## config.mk

```make
export PLATFORM = sky130hd
export DESIGN_NAME = vga_timing
export DESIGN_NICKNAME = d
export VERILOG_FILES = /design/src/rtl/vga_pkg.sv /design/src/rtl/vga_wrap_counter.sv /design/src/rtl/vga_timing.sv
export SDC_FILE = /design/constraint.sdc
export NUM_CORES = 1
export LEC_CHECK = 0
export BUFFER_PORTS_ARGS = -buffer_cell sky130_fd_sc_hd__buf_4
export CAP_MARGIN = 25
export CORE_ASPECT_RATIO = 2
export CORE_UTILIZATION = 60
export CTS_CLUSTER_SIZE = 25
export DETAILED_ROUTE_END_ITERATION = 6
export HOLD_SLACK_MARGIN = 0.15
export PLACE_DENSITY = 0.82
export SLEW_MARGIN = 20
export SYNTH_ARGS = -nofsm -noshare
export SYNTH_HDL_FRONTEND = slang
export SYNTH_SLANG_ARGS = --single-unit
```

## constraint.sdc

```tcl
create_clock -name clk -period 2.9 [get_ports clk]
set_input_delay 0.58 -clock clk [delete_from_list [all_inputs] [get_ports clk]]
set_output_delay 0.58 -clock clk [all_outputs]
set_load 0.01 [all_outputs]
```

## src/rtl/vga_pkg.sv

```systemverilog
// Shared raster constants and helpers for the VGA timing slice.
// 640x480@60 defaults, position width and sync-window decode.
package vga_pkg;

    localparam int unsigned XY_W = 12;

    localparam int unsigned DEF_H_ACTIVE     = 640;
    localparam int unsigned DEF_H_FP         = 16;
    localparam int unsigned DEF_H_SYNC       = 96;
    localparam int unsigned DEF_H_BP         = 48;
    localparam int unsigned DEF_V_ACTIVE     = 480;
    localparam int unsigned DEF_V_FP         = 10;
    localparam int unsigned DEF_V_SYNC       = 2;
    localparam int unsigned DEF_V_BP         = 33;
    localparam int unsigned DEF_BLINK_FRAMES = 30;

    function automatic int unsigned vga_total(input int unsigned active, input int unsigned fp,
                                              input int unsigned sync, input int unsigned bp);
        return active + fp + sync + bp;
    endfunction

    // True when pos lies in [lo, lo+width)
    function automatic logic in_window(input logic [XY_W-1:0] pos, input int unsigned lo,
                                       input int unsigned width);
        return (32'(pos) >= lo) && (32'(pos) < lo + width);
    endfunction

endpackage

```

## src/rtl/vga_wrap_counter.sv

```systemverilog
// Wrapping position counter 0..MAX with enable, terminal-count flag
// and asynchronous active-low clear.
module vga_wrap_counter
    import vga_pkg::*;
#(
    parameter int unsigned MAX = 799
) (
    input  logic            clk,
    input  logic            clr,
    input  logic            en,
    output logic [XY_W-1:0] count,
    output logic            tc
);

    assign tc = (count == XY_W'(MAX));

    always_ff @(posedge clk or negedge clr) begin
        if (!clr) begin
            count <= '0;
        end else if (en) begin
            count <= tc ? '0 : count + XY_W'(1);
        end
    end

endmodule

```

## src/rtl/vga_timing.sv

```systemverilog
// Raster timing generator: registered, mutually aligned sync/position/valid,
// frame-start strobe and blink phase. Optional VGA_TIMING_LINE_IRQ_EN adds line_cmp/line_hit.
module vga_timing
    import vga_pkg::*;
#(
    parameter int unsigned H_ACTIVE     = DEF_H_ACTIVE,
    parameter int unsigned H_FP         = DEF_H_FP,
    parameter int unsigned H_SYNC       = DEF_H_SYNC,
    parameter int unsigned H_BP         = DEF_H_BP,
    parameter int unsigned V_ACTIVE     = DEF_V_ACTIVE,
    parameter int unsigned V_FP         = DEF_V_FP,
    parameter int unsigned V_SYNC       = DEF_V_SYNC,
    parameter int unsigned V_BP         = DEF_V_BP,
    parameter logic        H_POL        = 1'b0,
    parameter logic        V_POL        = 1'b0,
    parameter int unsigned BLINK_FRAMES = DEF_BLINK_FRAMES
) (
    input  logic            clk,
    input  logic            clr,
    input  logic            en,
`ifdef VGA_TIMING_LINE_IRQ_EN
    input  logic [XY_W-1:0] line_cmp,
    output logic            line_hit,
`endif
    output logic            xsync,
    output logic            ysync,
    output logic [XY_W-1:0] xpos,
    output logic [XY_W-1:0] ypos,
    output logic            valid,
    output logic            frame_start,
    output logic            blink
);

    localparam int unsigned H_TOTAL = vga_total(H_ACTIVE, H_FP, H_SYNC, H_BP);
    localparam int unsigned V_TOTAL = vga_total(V_ACTIVE, V_FP, V_SYNC, V_BP);
    localparam int unsigned FW      = (BLINK_FRAMES > 1) ? $clog2(BLINK_FRAMES) : 1;

    logic [XY_W-1:0] hcnt;
    logic [XY_W-1:0] vcnt;
    logic            h_tc;
    logic            v_tc;
    logic            v_en;
    logic [FW-1:0]   fcnt;

    assign v_en = en & h_tc;

    vga_wrap_counter #(.MAX(H_TOTAL - 1)) u_hcnt (
        .clk   (clk),
        .clr   (clr),
        .en    (en),
        .count (hcnt),
        .tc    (h_tc)
    );

    vga_wrap_counter #(.MAX(V_TOTAL - 1)) u_vcnt (
        .clk   (clk),
        .clr   (clr),
        .en    (v_en),
        .count (vcnt),
        .tc    (v_tc)
    );

    // Outputs sample the pre-advance counter values, so everything stays pixel-aligned
    always_ff @(posedge clk or negedge clr) begin
        if (!clr) begin
            xpos        <= '0;
            ypos        <= '0;
            valid       <= 1'b0;
            xsync       <= ~H_POL;
            ysync       <= ~V_POL;
            frame_start <= 1'b0;
        end else if (en) begin
            xpos        <= hcnt;
            ypos        <= vcnt;
            valid       <= (32'(hcnt) < H_ACTIVE) && (32'(vcnt) < V_ACTIVE);
            xsync       <= in_window(hcnt, H_ACTIVE + H_FP, H_SYNC) ? H_POL : ~H_POL;
            ysync       <= in_window(vcnt, V_ACTIVE + V_FP, V_SYNC) ? V_POL : ~V_POL;
            frame_start <= (hcnt == '0) && (vcnt == '0);
        end else begin
            frame_start <= 1'b0;
        end
    end

    // Comparing against BLINK_FRAMES-1 avoids overflowing FW when BLINK_FRAMES is a power of two
    always_ff @(posedge clk or negedge clr) begin
        if (!clr) begin
            fcnt  <= '0;
            blink <= 1'b0;
        end else if (en && h_tc && v_tc) begin
            if (fcnt == FW'(BLINK_FRAMES - 1)) begin
                fcnt  <= '0;
                blink <= ~blink;
            end else begin
                fcnt <= fcnt + FW'(1);
            end
        end
    end

`ifdef VGA_TIMING_LINE_IRQ_EN
    always_ff @(posedge clk or negedge clr) begin
        if (!clr) begin
            line_hit <= 1'b0;
        end else if (en) begin
            line_hit <= (hcnt == '0) && (vcnt == line_cmp);
        end else begin
            line_hit <= 1'b0;
        end
    end
`endif

endmodule

```

==> metrics list <==
* Result of the run: finished, final reports clean
- Layout overhead on the synthesized area: 15.9%
- Clock tree synthesis inserted a total of 9 buffers.
- Overall via count from detail_route: around 2000
* Netlist cell types: 45
* Sort of element at the end of the critical path: flop
- Number of standard cells in the final layout excluding fillers: roughly 330
- Final weighted congestion in routability-driven placement: 0.913
- Worst R2R Path Depth: 6
- Maximum vdd drop: 0.447 mV
- Crit Reg-Reg Startpoint: u_vcnt.count[0]$_DFFE_PN0N_
- Counting every net in the synthesized netlist gives around 240.
* CTS Buffer Depth: 2
- Clock-pin slew was measured on the worst setup and hold paths at 0.06 ns.
- After clock tree synthesis, the flow added hold-fix buffers numbering 0.
- Number of rows created at floorplan: 34
- In this run the register-to-register setup slack is 0.78 ns.
- After detailed routing, the number of vias per cell comes to 6.01.
* Ratio of final minimum period to clock period: 73.2%
* Total Routing Usage GR: around a quarter
* Final wirelength: between 5000 and 6000 um
- STA classifies the critical path startpoint as a flop.
- Most repeated cell in the gate-level netlist after synthesis: dfrtp_1
- Post-CTS timing repair inserted 0 buffers for setup.
- Vias in the first global route: 1889
* Total setup violations reported at the end of the flow: 0
- Clock network latency to the later pin of the worst-skew pair: 0.33 ns
* Clock tree from TritonCTS: yes
- The tightest min-delay check is of the in2async type.
- Synthesized instance count: about 240
* Detailed-routing iteration count for the pre-antenna-repair pass: 4
* Crit path launch: u_vcnt.count[0]$_DFFE_PN0N_
* FF-to-FF End: fcnt[4]$_DFFE_PN0P_
- DRC Markers: 0
- The first global-routing pass estimated 9190 um of wire.
- Count of routing violations after the opening detailed-route iteration: 48
* Count of antenna diodes in the layout: 0
* Antenna-violating nets left: 0
- After floorplanning, the core was sized to cover 4340 um^2.
* Cell area after placement: 2990 um^2
* Final nets: about 280
- Leading post-synthesis cells by instance count: dfrtp_1, mux2_2, nand3_1
- Post-layout total power: 1.83 mW
- Wire length per cell: 16.8 um
* Critical path fanouts, max: 16
- Yosys mapped a number of flops with a built-in enable equal to 0.
* Die Y-Extent: ~97 um
* Count of warnings emitted by yosys: 0
- Summed over all cells, the static leakage comes to 1.49 nW.
- Setup repair after global routing left no endpoint under its margin.
* Top FF cell, synth: dfrtp_1
* Clk_skew: 0.00826 ns
- Of the synthesized area, sequential elements account for 53.3%.
- Slew at the pin closest to its max-slew limit: 0.725 ns
- Buffer type at the clock tree root: clkbuf_8
- Number of antenna violations at the first check in global routing: 0
- # IOs: 32
- The count of endpoints failing hold in the final timing report is 0.
- Post-synthesis area per instance: 11.6 um^2
- Data on the critical path arrives at its endpoint at 2.34 ns.
* Proportion of synthesized flip-flops having asynchronous set or reset: 100%
* Port bufs: 31
- Cells with a size suffix above 1 make up 29.4% of the layout.
- Max Clock Freq: 471 MHz
- The finished cells cover 3160 um^2.
* Netlist Area Pre-Place: 2730 um^2
* Final worst path period need: 2.12 ns
* Number of max-cap violations: 0
- Max Slew Vio Count: 0
- Once layout is complete, the utilization of the core stands at 72.8%.
* Leading cell types by total area after synthesis: dfrtp_1, mux2_2, nand3_1
- CP required: 3.12 ns
* # placed instances: 310
* Area leader, netlist: dfrtp_1
* Post-CTS resize count: 0
- Once detailed placement completed, the half-perimeter wirelength came to roughly 3800 um.
- The H-tree generated during clock tree synthesis spans 3 levels.
- After global routing the overflow that remains totals 0.
- Synthesis inferred 58 register bits.
- Clock tree synthesis found a total of 58 sinks.
- Share of the synthesized area in the top cell type: 51.4%
* Power per cell area: 579 nW/um^2
- Initial core utilization: 62.8%
* Die Area: 4830 um^2
- Entering global routing, the biggest net connects slightly below 60 pins.
* Worst max-slew margin expressed relative to the limit: 51.7%
- Fin Setup TNS: 0 ns
* X dimension of the die: between 40 and 50 um
- The critical path in this run is classified as reg2reg.
worst max-delay path by stage:
stage	slack, ns	end
2_1_floorplan	1.22	xpos[11]$_DFFE_PN0P_
3_3_place_gp	0.94	u_vcnt.count[4]$_DFFE_PN0N_
3_5_place_dp	0.81	fcnt[4]$_DFFE_PN0P_
4_1_cts	0.79	fcnt[4]$_DFFE_PN0P_
5_1_grt	0.60	fcnt[4]$_DFFE_PN0P_
6_report	0.78	fcnt[4]$_DFFE_PN0P_
flip-flops by register name (all words and copies together) (netlist names), 5 cells and up:
register and flops:
xpos 12, u_vcnt.count 12, ypos 12, u_hcnt.count 12
fcnt 5
power breakdown:
group          switching (mW)  internal [mW]  leakage (nW)
Sequential             0.0860          0.874         0.722
Combinational           0.105          0.119         0.674
Clock                   0.292          0.352        0.0932
final cells by class:
type,instances,area [um^2]
sequential,58,1450
tap,54,67.6
clock inverter,3,15.0
timing repair buffer,32,240
inverter,11,41.3
multi-input combinational,155,1180
fill,336,1180
clock buffer,13,159
stage by stage:
step	worst slack, ns	hold slack, ns
2_1_floorplan	1.22	0.284
3_3_place_gp	0.942	0.456
4_1_cts	0.794	0.325
6_report	0.778	0.294
3_5_place_dp	0.812	0.462
5_1_grt	0.596	0.375
placed cells by master (no fill, tap or decap), drive strengths merged, types with 2 or more instances in the layout:
cell,n
a21oi,6
a22o,2
a31oi,2
a41oi,2
and2,2
and3,5
and4,4
and4bb,2
buf,32
clkbuf,13
clkinv,3
dfrtp,56
dfstp,2
ha,6
inv,11
mux2,24
nand2,8
nand2b,3
nand3,19
nand4,3
nor2,7
nor2b,4
nor3,10
nor4,4
o21ai,11
o31ai,6
or3,2
xnor2,7
xor2,6
critical path, cell delays in order, from the launching register on:
cell and delay (ns):
dfrtp_1 0.42, inv_1 0.11, ha_1 0.15, nor2b_1 0.25, nand4_2 0.41, or2_4 0.40, o31ai_1 0.27
logic make-up (layout without fill, tap and decap cells):
kind of cell	count (synthesis)	count (layout)	share of synthesized area, %
AOI/OAI and AO/OA	33	33	7.62
xor gates and xnor gates	13	13	4.18
adders and majority gates	6	6	2.75
buffers and inverters	22	59	3.26
DFF	58	58	53.3
muxes	25	25	10.3
and+or+nand+nor	78	78	18.6
metal layers:
layer | global-route usage (%) | part of all wire [%] | vias to the layer above
met5 | 0 | 0 | -
met4 | 16.9 | 4.1 | 0
met3 | 4.38 | 3.2 | 19
met2 | 42.6 | 54 | 56
met1 | 29.6 | 39 | 979
li1 | - | - | 906
Note: power is estimated with default switching activity, not from simulation.
